**src/rtl/mem_port_arbiter_if.sv**
```systemverilog
// Bus bundle between the two pipeline requesters, the arbiter and the shared
// unified memory. Signal suffixes are relative to the arbiter: _i is driven
// into the arbiter, _o is driven by it.
interface mem_port_arbiter_if #(
   parameter int ADDR_W = 32,
   parameter int DATA_W = 32
) ();

   // Instruction fetch requester (read-only)
   logic              if_req_i;
   logic [ADDR_W-1:0] if_addr_i;
   logic [DATA_W-1:0] if_data_o;
   logic              if_ready_o;

   // Data access requester (load/store)
   logic              d_req_i;
   logic              d_write_i;
   logic [ADDR_W-1:0] d_addr_i;
   logic [DATA_W-1:0] d_wdata_i;
   logic [DATA_W-1:0] d_rdata_o;
   logic              d_ready_o;

   // Pipeline freeze controls
   logic              stall_if_o;
   logic              stall_mem_o;

   // Single-port memory side
   logic              mem_valid_o;
   logic              mem_write_o;
   logic [ADDR_W-1:0] mem_addr_o;
   logic [DATA_W-1:0] mem_wdata_o;
   logic [DATA_W-1:0] mem_rdata_i;
   logic              mem_ack_i;

   // Sticky hang indicator
   logic              timeout_err_o;

   // Arbiter side
   modport slave (
      input  if_req_i, if_addr_i,
      output if_data_o, if_ready_o,
      input  d_req_i, d_write_i, d_addr_i, d_wdata_i,
      output d_rdata_o, d_ready_o,
      output stall_if_o, stall_mem_o,
      output mem_valid_o, mem_write_o, mem_addr_o, mem_wdata_o,
      input  mem_rdata_i, mem_ack_i,
      output timeout_err_o
   );

   // Environment side: pipeline requesters plus the memory model
   modport master (
      output if_req_i, if_addr_i,
      input  if_data_o, if_ready_o,
      output d_req_i, d_write_i, d_addr_i, d_wdata_i,
      input  d_rdata_o, d_ready_o,
      input  stall_if_o, stall_mem_o,
      input  mem_valid_o, mem_write_o, mem_addr_o, mem_wdata_o,
      output mem_rdata_i, mem_ack_i,
      input  timeout_err_o
   );

endinterface

```
**src/rtl/mem_port_arbiter.sv**
```systemverilog
// Arbiter sharing one single-port, variable-latency memory between the
// instruction fetch port and the data access port. Data has priority, a
// starvation counter forces a fetch grant after STARVE_MAX consecutive data
// grants while fetch waits, and a watchdog aborts transactions whose ack never
// arrives. At most one memory transaction is outstanding.
module mem_port_arbiter #(
   parameter int ADDR_W     = 32,
   parameter int DATA_W     = 32,
   parameter int STARVE_MAX = 4,    // 1..15
   parameter int TIMEOUT    = 64    // 2..255
) (
   input logic              clk,
   input logic              rst_n,
   mem_port_arbiter_if.slave bus
);

   typedef enum logic [1:0] {
      ST_IDLE   = 2'd0,
      ST_BUSY_D = 2'd1,
      ST_BUSY_I = 2'd2,
      ST_DONE   = 2'd3
   } state_t;

   localparam logic [3:0] STARVE_LIMIT = 4'(STARVE_MAX);
   localparam logic [7:0] WAIT_LAST    = 8'(TIMEOUT - 1);

   state_t            state_q,       state_d;
   logic              mem_valid_q,   mem_valid_d;
   logic              mem_write_q,   mem_write_d;
   logic [ADDR_W-1:0] mem_addr_q,    mem_addr_d;
   logic [DATA_W-1:0] mem_wdata_q,   mem_wdata_d;
   logic [DATA_W-1:0] if_data_q,     if_data_d;
   logic [DATA_W-1:0] d_rdata_q,     d_rdata_d;
   logic              if_ready_q,    if_ready_d;
   logic              d_ready_q,     d_ready_d;
   logic              timeout_err_q, timeout_err_d;
   logic [3:0]        starve_cnt_q,  starve_cnt_d;
   logic [7:0]        wait_cnt_q,    wait_cnt_d;

   // Fetch wins only when data is idle or fetch has been passed over too often
   logic grant_if;
   logic grant_d;
   logic wait_expired;

   assign grant_if     = bus.if_req_i && (!bus.d_req_i || (starve_cnt_q == STARVE_LIMIT));
   assign grant_d      = !grant_if && bus.d_req_i;
   assign wait_expired = (wait_cnt_q == WAIT_LAST);

   // Next-state and datapath decisions for the arbitration FSM
   always_comb begin
      state_d       = state_q;
      mem_valid_d   = mem_valid_q;
      mem_write_d   = mem_write_q;
      mem_addr_d    = mem_addr_q;
      mem_wdata_d   = mem_wdata_q;
      if_data_d     = if_data_q;
      d_rdata_d     = d_rdata_q;
      if_ready_d    = 1'b0;           // ready is a single-cycle pulse
      d_ready_d     = 1'b0;
      timeout_err_d = timeout_err_q;
      starve_cnt_d  = starve_cnt_q;
      wait_cnt_d    = wait_cnt_q;

      case (state_q)
         ST_IDLE: begin
            // Any stray memAck here is simply not looked at
            if (grant_if) begin
               state_d      = ST_BUSY_I;
               mem_valid_d  = 1'b1;
               mem_write_d  = 1'b0;
               mem_addr_d   = bus.if_addr_i;
               wait_cnt_d   = '0;
               starve_cnt_d = '0;
            end else if (grant_d) begin
               state_d     = ST_BUSY_D;
               mem_valid_d = 1'b1;
               mem_write_d = bus.d_write_i;
               mem_addr_d  = bus.d_addr_i;
               mem_wdata_d = bus.d_wdata_i;
               wait_cnt_d  = '0;
               // Count only grants that made a waiting fetch wait longer
               if (!bus.if_req_i) begin
                  starve_cnt_d = '0;
               end else if (starve_cnt_q != STARVE_LIMIT) begin
                  starve_cnt_d = starve_cnt_q + 4'd1;
               end
            end
         end

         ST_BUSY_D, ST_BUSY_I: begin
            wait_cnt_d = wait_cnt_q + 8'd1;
            // An ack on the last allowed cycle still counts as success
            if (bus.mem_ack_i) begin
               state_d     = ST_DONE;
               mem_valid_d = 1'b0;
               if (state_q == ST_BUSY_I) begin
                  if_data_d  = bus.mem_rdata_i;
                  if_ready_d = 1'b1;
               end else begin
                  if (!mem_write_q) begin
                     d_rdata_d = bus.mem_rdata_i;
                  end
                  d_ready_d = 1'b1;
               end
            end else if (wait_expired) begin
               // Abort: release the requester with a zero result and flag it
               state_d       = ST_DONE;
               mem_valid_d   = 1'b0;
               timeout_err_d = 1'b1;
               if (state_q == ST_BUSY_I) begin
                  if_data_d  = '0;
                  if_ready_d = 1'b1;
               end else begin
                  d_rdata_d = '0;
                  d_ready_d = 1'b1;
               end
            end
         end

         ST_DONE: begin
            // Requester sees ready this cycle; give it a cycle to move on
            state_d = ST_IDLE;
         end

         default: begin
            state_d = ST_IDLE;
         end
      endcase
   end

   // State and datapath registers, cleared asynchronously
   always_ff @(posedge clk or negedge rst_n) begin
      if (!rst_n) begin
         state_q       <= ST_IDLE;
         mem_valid_q   <= 1'b0;
         mem_write_q   <= 1'b0;
         mem_addr_q    <= '0;
         mem_wdata_q   <= '0;
         if_data_q     <= '0;
         d_rdata_q     <= '0;
         if_ready_q    <= 1'b0;
         d_ready_q     <= 1'b0;
         timeout_err_q <= 1'b0;
         starve_cnt_q  <= '0;
         wait_cnt_q    <= '0;
      end else begin
         state_q       <= state_d;
         mem_valid_q   <= mem_valid_d;
         mem_write_q   <= mem_write_d;
         mem_addr_q    <= mem_addr_d;
         mem_wdata_q   <= mem_wdata_d;
         if_data_q     <= if_data_d;
         d_rdata_q     <= d_rdata_d;
         if_ready_q    <= if_ready_d;
         d_ready_q     <= d_ready_d;
         timeout_err_q <= timeout_err_d;
         starve_cnt_q  <= starve_cnt_d;
         wait_cnt_q    <= wait_cnt_d;
      end
   end

   // Registered outputs
   assign bus.if_data_o     = if_data_q;
   assign bus.if_ready_o    = if_ready_q;
   assign bus.d_rdata_o     = d_rdata_q;
   assign bus.d_ready_o     = d_ready_q;
   assign bus.mem_valid_o   = mem_valid_q;
   assign bus.mem_write_o   = mem_write_q;
   assign bus.mem_addr_o    = mem_addr_q;
   assign bus.mem_wdata_o   = mem_wdata_q;
   assign bus.timeout_err_o = timeout_err_q;

   // Stalls follow the raw request so the pipeline freezes in the same cycle
   assign bus.stall_if_o  = bus.if_req_i & ~if_ready_q;
   assign bus.stall_mem_o = bus.d_req_i  & ~d_ready_q;

endmodule
```
**src/flat_wrapper.sv**
```systemverilog
// flat-port wrapper written by rule: the top's interface ports become plain ports
module mem_port_arbiter_flat 
#(
   parameter int ADDR_W     = 32,
   parameter int DATA_W     = 32,
   parameter int STARVE_MAX = 4,            
   parameter int TIMEOUT    = 64             
)
  (clk, rst_n, bus_if_req_i, bus_if_addr_i, bus_if_data_o, bus_if_ready_o, bus_d_req_i, bus_d_write_i, bus_d_addr_i, bus_d_wdata_i, bus_d_rdata_o, bus_d_ready_o, bus_stall_if_o, bus_stall_mem_o, bus_mem_valid_o, bus_mem_write_o, bus_mem_addr_o, bus_mem_wdata_o, bus_mem_rdata_i, bus_mem_ack_i, bus_timeout_err_o);
  mem_port_arbiter_if #(.ADDR_W(ADDR_W), .DATA_W(DATA_W)) bus_i ();
  input logic clk;
  input logic rst_n;
  input wire logic [$bits(bus_i.if_req_i)-1:0] bus_if_req_i;
  input wire logic [$bits(bus_i.if_addr_i)-1:0] bus_if_addr_i;
  output wire logic [$bits(bus_i.if_data_o)-1:0] bus_if_data_o;
  output wire logic [$bits(bus_i.if_ready_o)-1:0] bus_if_ready_o;
  input wire logic [$bits(bus_i.d_req_i)-1:0] bus_d_req_i;
  input wire logic [$bits(bus_i.d_write_i)-1:0] bus_d_write_i;
  input wire logic [$bits(bus_i.d_addr_i)-1:0] bus_d_addr_i;
  input wire logic [$bits(bus_i.d_wdata_i)-1:0] bus_d_wdata_i;
  output wire logic [$bits(bus_i.d_rdata_o)-1:0] bus_d_rdata_o;
  output wire logic [$bits(bus_i.d_ready_o)-1:0] bus_d_ready_o;
  output wire logic [$bits(bus_i.stall_if_o)-1:0] bus_stall_if_o;
  output wire logic [$bits(bus_i.stall_mem_o)-1:0] bus_stall_mem_o;
  output wire logic [$bits(bus_i.mem_valid_o)-1:0] bus_mem_valid_o;
  output wire logic [$bits(bus_i.mem_write_o)-1:0] bus_mem_write_o;
  output wire logic [$bits(bus_i.mem_addr_o)-1:0] bus_mem_addr_o;
  output wire logic [$bits(bus_i.mem_wdata_o)-1:0] bus_mem_wdata_o;
  input wire logic [$bits(bus_i.mem_rdata_i)-1:0] bus_mem_rdata_i;
  input wire logic [$bits(bus_i.mem_ack_i)-1:0] bus_mem_ack_i;
  output wire logic [$bits(bus_i.timeout_err_o)-1:0] bus_timeout_err_o;
  assign bus_i.if_req_i = bus_if_req_i;
  assign bus_i.if_addr_i = bus_if_addr_i;
  assign bus_if_data_o = bus_i.if_data_o;
  assign bus_if_ready_o = bus_i.if_ready_o;
  assign bus_i.d_req_i = bus_d_req_i;
  assign bus_i.d_write_i = bus_d_write_i;
  assign bus_i.d_addr_i = bus_d_addr_i;
  assign bus_i.d_wdata_i = bus_d_wdata_i;
  assign bus_d_rdata_o = bus_i.d_rdata_o;
  assign bus_d_ready_o = bus_i.d_ready_o;
  assign bus_stall_if_o = bus_i.stall_if_o;
  assign bus_stall_mem_o = bus_i.stall_mem_o;
  assign bus_mem_valid_o = bus_i.mem_valid_o;
  assign bus_mem_write_o = bus_i.mem_write_o;
  assign bus_mem_addr_o = bus_i.mem_addr_o;
  assign bus_mem_wdata_o = bus_i.mem_wdata_o;
  assign bus_i.mem_rdata_i = bus_mem_rdata_i;
  assign bus_i.mem_ack_i = bus_mem_ack_i;
  assign bus_timeout_err_o = bus_i.timeout_err_o;
  mem_port_arbiter #(.ADDR_W(ADDR_W), .DATA_W(DATA_W), .STARVE_MAX(STARVE_MAX), .TIMEOUT(TIMEOUT)) u_core (.clk(clk), .rst_n(rst_n), .bus(bus_i));
endmodule
```
**config.mk**
```make
export PLATFORM = sky130hd
export DESIGN_NAME = mem_port_arbiter_flat
export DESIGN_NICKNAME = d
export VERILOG_FILES = /design/src/rtl/mem_port_arbiter_if.sv /design/src/rtl/mem_port_arbiter.sv /design/src/flat_wrapper.sv
export SDC_FILE = /design/constraint.sdc
export NUM_CORES = 1
export LEC_CHECK = 0
export ABC_AREA = 1
export ABC_CLOCK_PERIOD_IN_PS = 1700
export CAP_MARGIN = 20
export CORE_MARGIN = 1
export CORE_UTILIZATION = 44
export DETAILED_ROUTE_END_ITERATION = 10
export HOLD_SLACK_MARGIN = 0.1
export PLACE_DENSITY = 0.83
export SLEW_MARGIN = 15
export SYNTH_ARGS = -nofsm -noshare
export SYNTH_HDL_FRONTEND = slang
export SYNTH_SLANG_ARGS = --single-unit
```
**constraint.sdc**
```tcl
create_clock -name clk -period 1.7 [get_ports clk]
set_clock_uncertainty 0.05 [all_clocks]
set_input_delay 0.34 -clock clk [delete_from_list [all_inputs] [get_ports clk]]
set_output_delay 0.34 -clock clk [all_outputs]
set_load 0.005 [all_outputs]
```
==> run_results.csv <==
group,metric,value,unit
status,status,"finished, final reports clean",
power_and_ir_drop,leakagePower,6.53,nW
floorplan,ios,269,
cells_and_area,seq_area,3680,sq um
clock_tree,cts_sinks,147,
global_routing,track_usage,26.7,%
power_and_ir_drop,powerDensity,1580,nW/um^2
floorplan,die-area,16300,sq um
job,maxCapViolCount,0,
power_and_ir_drop,clockPowerShare,23.1,%
global_routing,overflow,0,
global_routing,grt_antenna_before_repair,1,
placed_design,place_inst,1337,
route,wirelength,21400,um
critical_path,worstPathRequired,1310,ps
critical_path,slowest_delay,500,ps
critical_path,arrival,1280,ps
route,firstDrtPassIters,4,
floorplan,initial_core_util,45.4,%
logic_synthesis,synthesis.nets,1012,
critical_path,startpoint_type,"flip-flop",
cells_and_area,areaGrowthSynthToFinish,56.3,%
route,detail_route.wl_per_cell,15.5,um
route,ant_nets,0,
global_routing,grt_max_degree,59,
logic_synthesis,synth_warnings,0,
sta,period_needed,1670,ps
critical_path,critPathCaptureType,"output port",
critical_path,crit_fanout,2,
sta,hold_viol_final,0,
route,drcViolationCount,0,
critical_path,critPathTopFamily,"buffers and inverters",
logic_synthesis,synth_edf_count,0,
critical_path,reg2reg_slack,110,ps
logic_synthesis,syn_inst,871,
logic_synthesis,ys.flop_type,"dfrtp_1",
floorplan,rows,45,
floorplan,fp.dieH,128,um
logic_synthesis,synthDistinctLibCells,31,
sta,tightest_slew,377,ps
placed_design,place_area,10000,sq um
power_and_ir_drop,p_switching,6.13,mW
global_routing,grt_first_pass_wirelength,33600,um
cells_and_area,layout_commonest_cell,"nand2_1",
route,drtIter0Drc,431,
power_and_ir_drop,swShare,35.6,%
logic_synthesis,ys_ff_latch,147,
placed_design,place_ws,-301,ps
logic_synthesis,synth.top_cell.area_share,52.9,%
floorplan,die_w,128,um
clock_tree,cts.clk_slew.worst_paths,70,ps
critical_path,path_buf_inv,1,
cells_and_area,mostFrequentLayoutCells,"395 x nand2_1, 146 x dfrtp_1, 143 x clkdlybuf4s50_1",
cells_and_area,design_area,10900,sq um
logic_synthesis,synth_top_cell_by_area,"dfrtp_1",
sta,relSlewSlack,74.8,%
clock_tree,cts-root-buf,"clkbuf_16",
logic_synthesis,yosys-mux-area-fraction,0,%
placed_design,io_buffers,268,
critical_path,path_class,"flip-flop to output port",
power_and_ir_drop,max-vdd-ir-drop,0.000848,V
logic_synthesis,ys_seq_area_share,52.9,%
cells_and_area,multi_input_area,2680,sq um
power_and_ir_drop,p_int,11.1,mW
clock_tree,clock_latency,420,ps
cells_and_area,final_cells,1382,
min_path,min_path_type,"input port to flip-flop",
logic_synthesis,async_reset_ff_share,100,%
critical_path,slowest_stage,"clkdlybuf4s50_1",
sta,setup_ws,33.8,ps
clock_tree,cts_tree,"yes",
placed_design,routabilityCongestion,0.824,
logic_synthesis,synthTopCellsByArea,"dfrtp_1 53%, nand2_1 21%, nand4_1 6.1%",
logic_synthesis,synth_top_family_by_area,"simple AND/OR/NAND/NOR gates",
power_and_ir_drop,pwr-share-comb,43.5,%
global_routing,grt_pass1_vias,6654,
sta,fin_crit_sh,98.0,%
logic_synthesis,synth_xor_area_share,0.378,%
floorplan,coreArea,15300,sq um
cells_and_area,fin_util,70.9,%
logic_synthesis,synth_fa_ha_area_share,1.26,%
critical_path,path_cells,"clkdlybuf4s50_1",
clock_tree,cts_buffer_depth,2,
sta,drv_slew,0,
logic_synthesis,syn_area_per_cell,7.98,sq um
clock_tree,htreeDepth,4,
logic_synthesis,synth_simple_gate_area_share,32.9,%
sta,fmax,0.600,GHz
sta,finalSetupViolations,0,
route,num_vias,6835,
cells_and_area,drive_gt1_share,9.06,%
clock_tree,cts_buffers,17,
logic_synthesis,synth_compound_area_share,3.60,%
route,viasPerCell,4.95,
cells_and_area,nets,1298,
placed_design,hpwlAfterDp,15000,um
power_and_ir_drop,p_seq_share,33.4,%
cells_and_area,fillCellCount,1209,
logic_synthesis,synth_area,6950,sq um
==> timing repair <==
action,in CTS,in global routing
setup endpoints to repair,64,128
hold endpoints to repair,36,0
buffers inserted,3,8
hold buffers,1,0
gates resized for setup,65,70
pin swaps,1,2
==> synth_stat cells, types with 2 or more instances <==
library cell  count
o21ai_0           9
nand4_1          68
buf_2            23
nand2_1         395
nand3_1          41
inv_1            85
buf_4             6
buf_6             6
clkbuf_1         16
ha_1              7
xor2_1            2
nand2_2           2
nand3_4           3
o21ai_1          32
dfrtp_1         147
nor2_1           10
nor2_4            2
buf_1             3
nand2_4           2
==> layout make-up <==
class / count / share of cell area (%)
timing repair buffer: 321 / 30.3
tap: 211 / 2.43
clock inverter: 13 / 1.67
antenna: 1 / 0.0230
sequential: 147 / 33.9
multi-input combinational: 584 / 24.7
inverter: 86 / 2.97
clock buffer: 19 / 4.08
==> registers in the layout, summed over array words and instances (netlist names) <==
signal / count
u_core.bus.d_rdata_o: 32
u_core.bus.d_ready_o: 1
u_core.bus.if_data_o: 32
u_core.bus.if_ready_o: 1
u_core.bus.mem_addr_o: 32
u_core.bus.mem_valid_o: 1
u_core.bus.mem_wdata_o: 32
u_core.bus.mem_write_o: 1
u_core.bus.timeout_err_o: 1
u_core.starve_cnt_q: 4
u_core.state_q: 2
u_core.wait_cnt_q: 8
==> stage by stage <==
stage	setup TNS (ps)	hold slack (ps)	power (mW)
final	0	258	17.2
after global routing	-26.4	262	18.4
after CTS	0	238	17.4
after detailed placement	-6220	213	13.7
after global placement	-5020	214	13.4
after floorplan	0	-5.59	9.08
==> worst paths after layout <==
check	start	end	cells after the start
setup / recovery	u_core.bus.if_data_o[30]	bus_if_data_o[30]	1
hold / removal	bus_mem_ack_i	u_core.bus.if_data_o[1]	3
setup reg to reg	u_core.starve_cnt_q[0]	u_core.bus.mem_wdata_o[15]	9
hold reg to reg	u_core.bus.d_rdata_o[29]	u_core.bus.d_rdata_o[29]	2
max in group asynchronous	rst_n	u_core.bus.mem_wdata_o[13]	3
min in group asynchronous	rst_n	u_core.bus.d_rdata_o[31]	2
==> layer usage <==
layer,GRT usage (%),up-vias,share of wire (%)
li1,-,3325,-
met1,31.1,3219,39
met3,10.2,37,9.5
met5,0,-,0
met4,10.7,0,2.8
met2,44.4,254,49
==> cell families after synthesis <==
| logic type | after synthesis |
|---|---|
| compound gates | 47 |
| simple gates | 527 |
| buf+inv | 140 |
| xor+xnor | 3 |
| fa+ha+maj | 7 |
| flops | 147 |
==> power groups by stage <==
stage	logic (mW)	registers [mW]	clock network, mW
after floorplan	3.23	5.84	0
after global placement	7.67	5.76	0
after detailed placement	7.85	5.81	0
after CTS	7.55	5.76	4.05
after global routing	8.26	5.91	4.22
final	7.48	5.74	3.98
(Power assumes the default switching activity.)
==> RTL edit, RTL diff (same flow settings) <==
`TIMEOUT` is set to 64 in 2 places; all go to 48.
--- a/src/rtl/mem_port_arbiter.sv
+++ b/src/rtl/mem_port_arbiter.sv
@@ -8,5 +8,5 @@
    parameter int DATA_W     = 32,
    parameter int STARVE_MAX = 4,    // 1..15
-   parameter int TIMEOUT    = 64    // 2..255
+   parameter int TIMEOUT    = 48    // 2..255
 ) (
    input logic              clk,
--- a/src/flat_wrapper.sv
+++ b/src/flat_wrapper.sv
@@ -5,5 +5,5 @@
    parameter int DATA_W     = 32,
    parameter int STARVE_MAX = 4,            
-   parameter int TIMEOUT    = 64             
+   parameter int TIMEOUT    = 48             
 )
   (clk, rst_n, bus_if_req_i, bus_if_addr_i, bus_if_data_o, bus_if_ready_o, bus_d_req_i, bus_d_write_i, bus_d_addr_i, bus_d_wdata_i, bus_d_rdata_o, bus_d_ready_o, bus_stall_if_o, bus_stall_mem_o, bus_mem_valid_o, bus_mem_write_o, bus_mem_addr_o, bus_mem_wdata_o, bus_mem_rdata_i, bus_mem_ack_i, bus_timeout_err_o);
Check against the original RTL: same outputs for any inputs over 4 cycles, from zero or initial values and one cycle with rst_n low; that may be too few to reach the edited logic, so the function may still have changed.
==> RTL edit against the unedited design <==
Sequential cell count unchanged; register-to-register slack got worse by 20 ps; highest routed layer is now met5; power decreased by 2.5%; count of clock-buffer cells in the layout decreased by 2; synthesized area decreased by 0.23%; via count decreased by 0.75%; core utilization decreased by 0.18 points; global-route usage decreased by 1.2 points; wire length decreased by 3.4%; synthesized cell count increased by 0.23%; final area decreased by 0.25%; setup slack got worse by 13 ps.
==> RTL edit: results (changes against the unedited design) <==
status=finished clean; first-pass GRT wire length=32.0 mm (-5.0%); NonClk Buf Share=31.0% (+0.71 points); worst IR drop on VDD=745 uV (-12%); syn_nets=1014 (+0.20%); post-cts sizing count=66 (+1.5%); routed len/inst=14.9 um (-3.7%); Post-CTS Setup Bufs=4 (+1); n_diodes=0 (-1); Leak=6.52 nW (about the same); Post-Layout Cell Count=1386 (+0.29%); commonest cells in the netlist=393 x nand2_1, 147 x dfrtp_1, 86 x inv_1; syn avg cell area=7.94 um^2 (-0.46%); min-delay worst type=in -> async; #MultiIn Comb=585 (+0.17%); number of non-clock buffers=323 (+0.62%); Tot GR Track Use=25.5% (-1.2 points); Worst Setup SP=u_core.bus.mem_addr_o[20]; vias in the first global route=6321 (-5.0%); DR iter-0 viols=299 (-31%); reg-to-reg critical path startpoint=u_core.state_q[0]; synth top area cells=dfrtp_1 53%, nand2_1 21%, nand4_1 6.0%; HPWL Detailed=14.4 mm (-4.2%); gp weighted congestion=0.814 (-1.2%); Clock buf/inv share=5.17% (-0.57 points)
==> RTL edit: cell types whose count changed in the layout (fill, tap and decap cells not counted), sizes merged, moves of 2 or more <==
| cell | change |
|---|---|
| inv | +9 |
| bufinv | -4 |
| nand3 | +4 |
| clkbuf | -3 |
| dlygate4sd2 | +3 |
| nor2 | +3 |
| buf | +2 |
| clkinv | -2 |
| nand2 | -2 |
==> RTL edit: through the flow <==
stage                     power [mW]  setup WS (ps)
after floorplan                 9.07            110
after global placement          13.4           -265
after detailed placement        13.6           -252
after CTS                       16.9         0.0703
after global routing            18.0          -20.9
final                           16.8           20.8
==> RTL edit: per-layer routing <==
metal	global-route usage (%)	wire length [um]	up-vias
li1	-	-	3336
met1	30.6	8220	3141
met2	41.2	9780	267
met3	9.46	2190	38
met4	10.5	508	2
met5	0	11	-
==> RTL edit: logic make-up after synthesis <==
group / Yosys count / share of synthesized area, %
AND/OR/NAND/NOR: 530 / 33.0
flip-flops: 147 / 53.0
buffers and inverters: 141 / 8.99
AO/OA/AOI/OAI: 46 / 3.45
adder cells (fa/ha/maj): 7 / 1.26
XOR/XNOR: 2 / 0.253
==> RTL edit: path summary, 6_finish.rpt <==
| check | end | slack, ps |
|---|---|---|
| min in group clk | u_core.bus.d_rdata_o[6] | 400 |
| worst max register to register | u_core.bus.d_rdata_o[16] | 90 |
| worst min register to register | u_core.bus.timeout_err_o | 410 |
| worst max-delay path | bus_mem_addr_o[20] | 20 |
| worst min-delay path | u_core.bus.if_data_o[1] | 320 |
| max in group asynchronous | u_core.bus.d_rdata_o[20] | 710 |
==> RTL edit: where the power goes <==
part	internal [mW]	switching [mW]
clock network	1.93	1.65
logic	3.67	3.82
registers	4.94	0.768
total	10.5	6.23
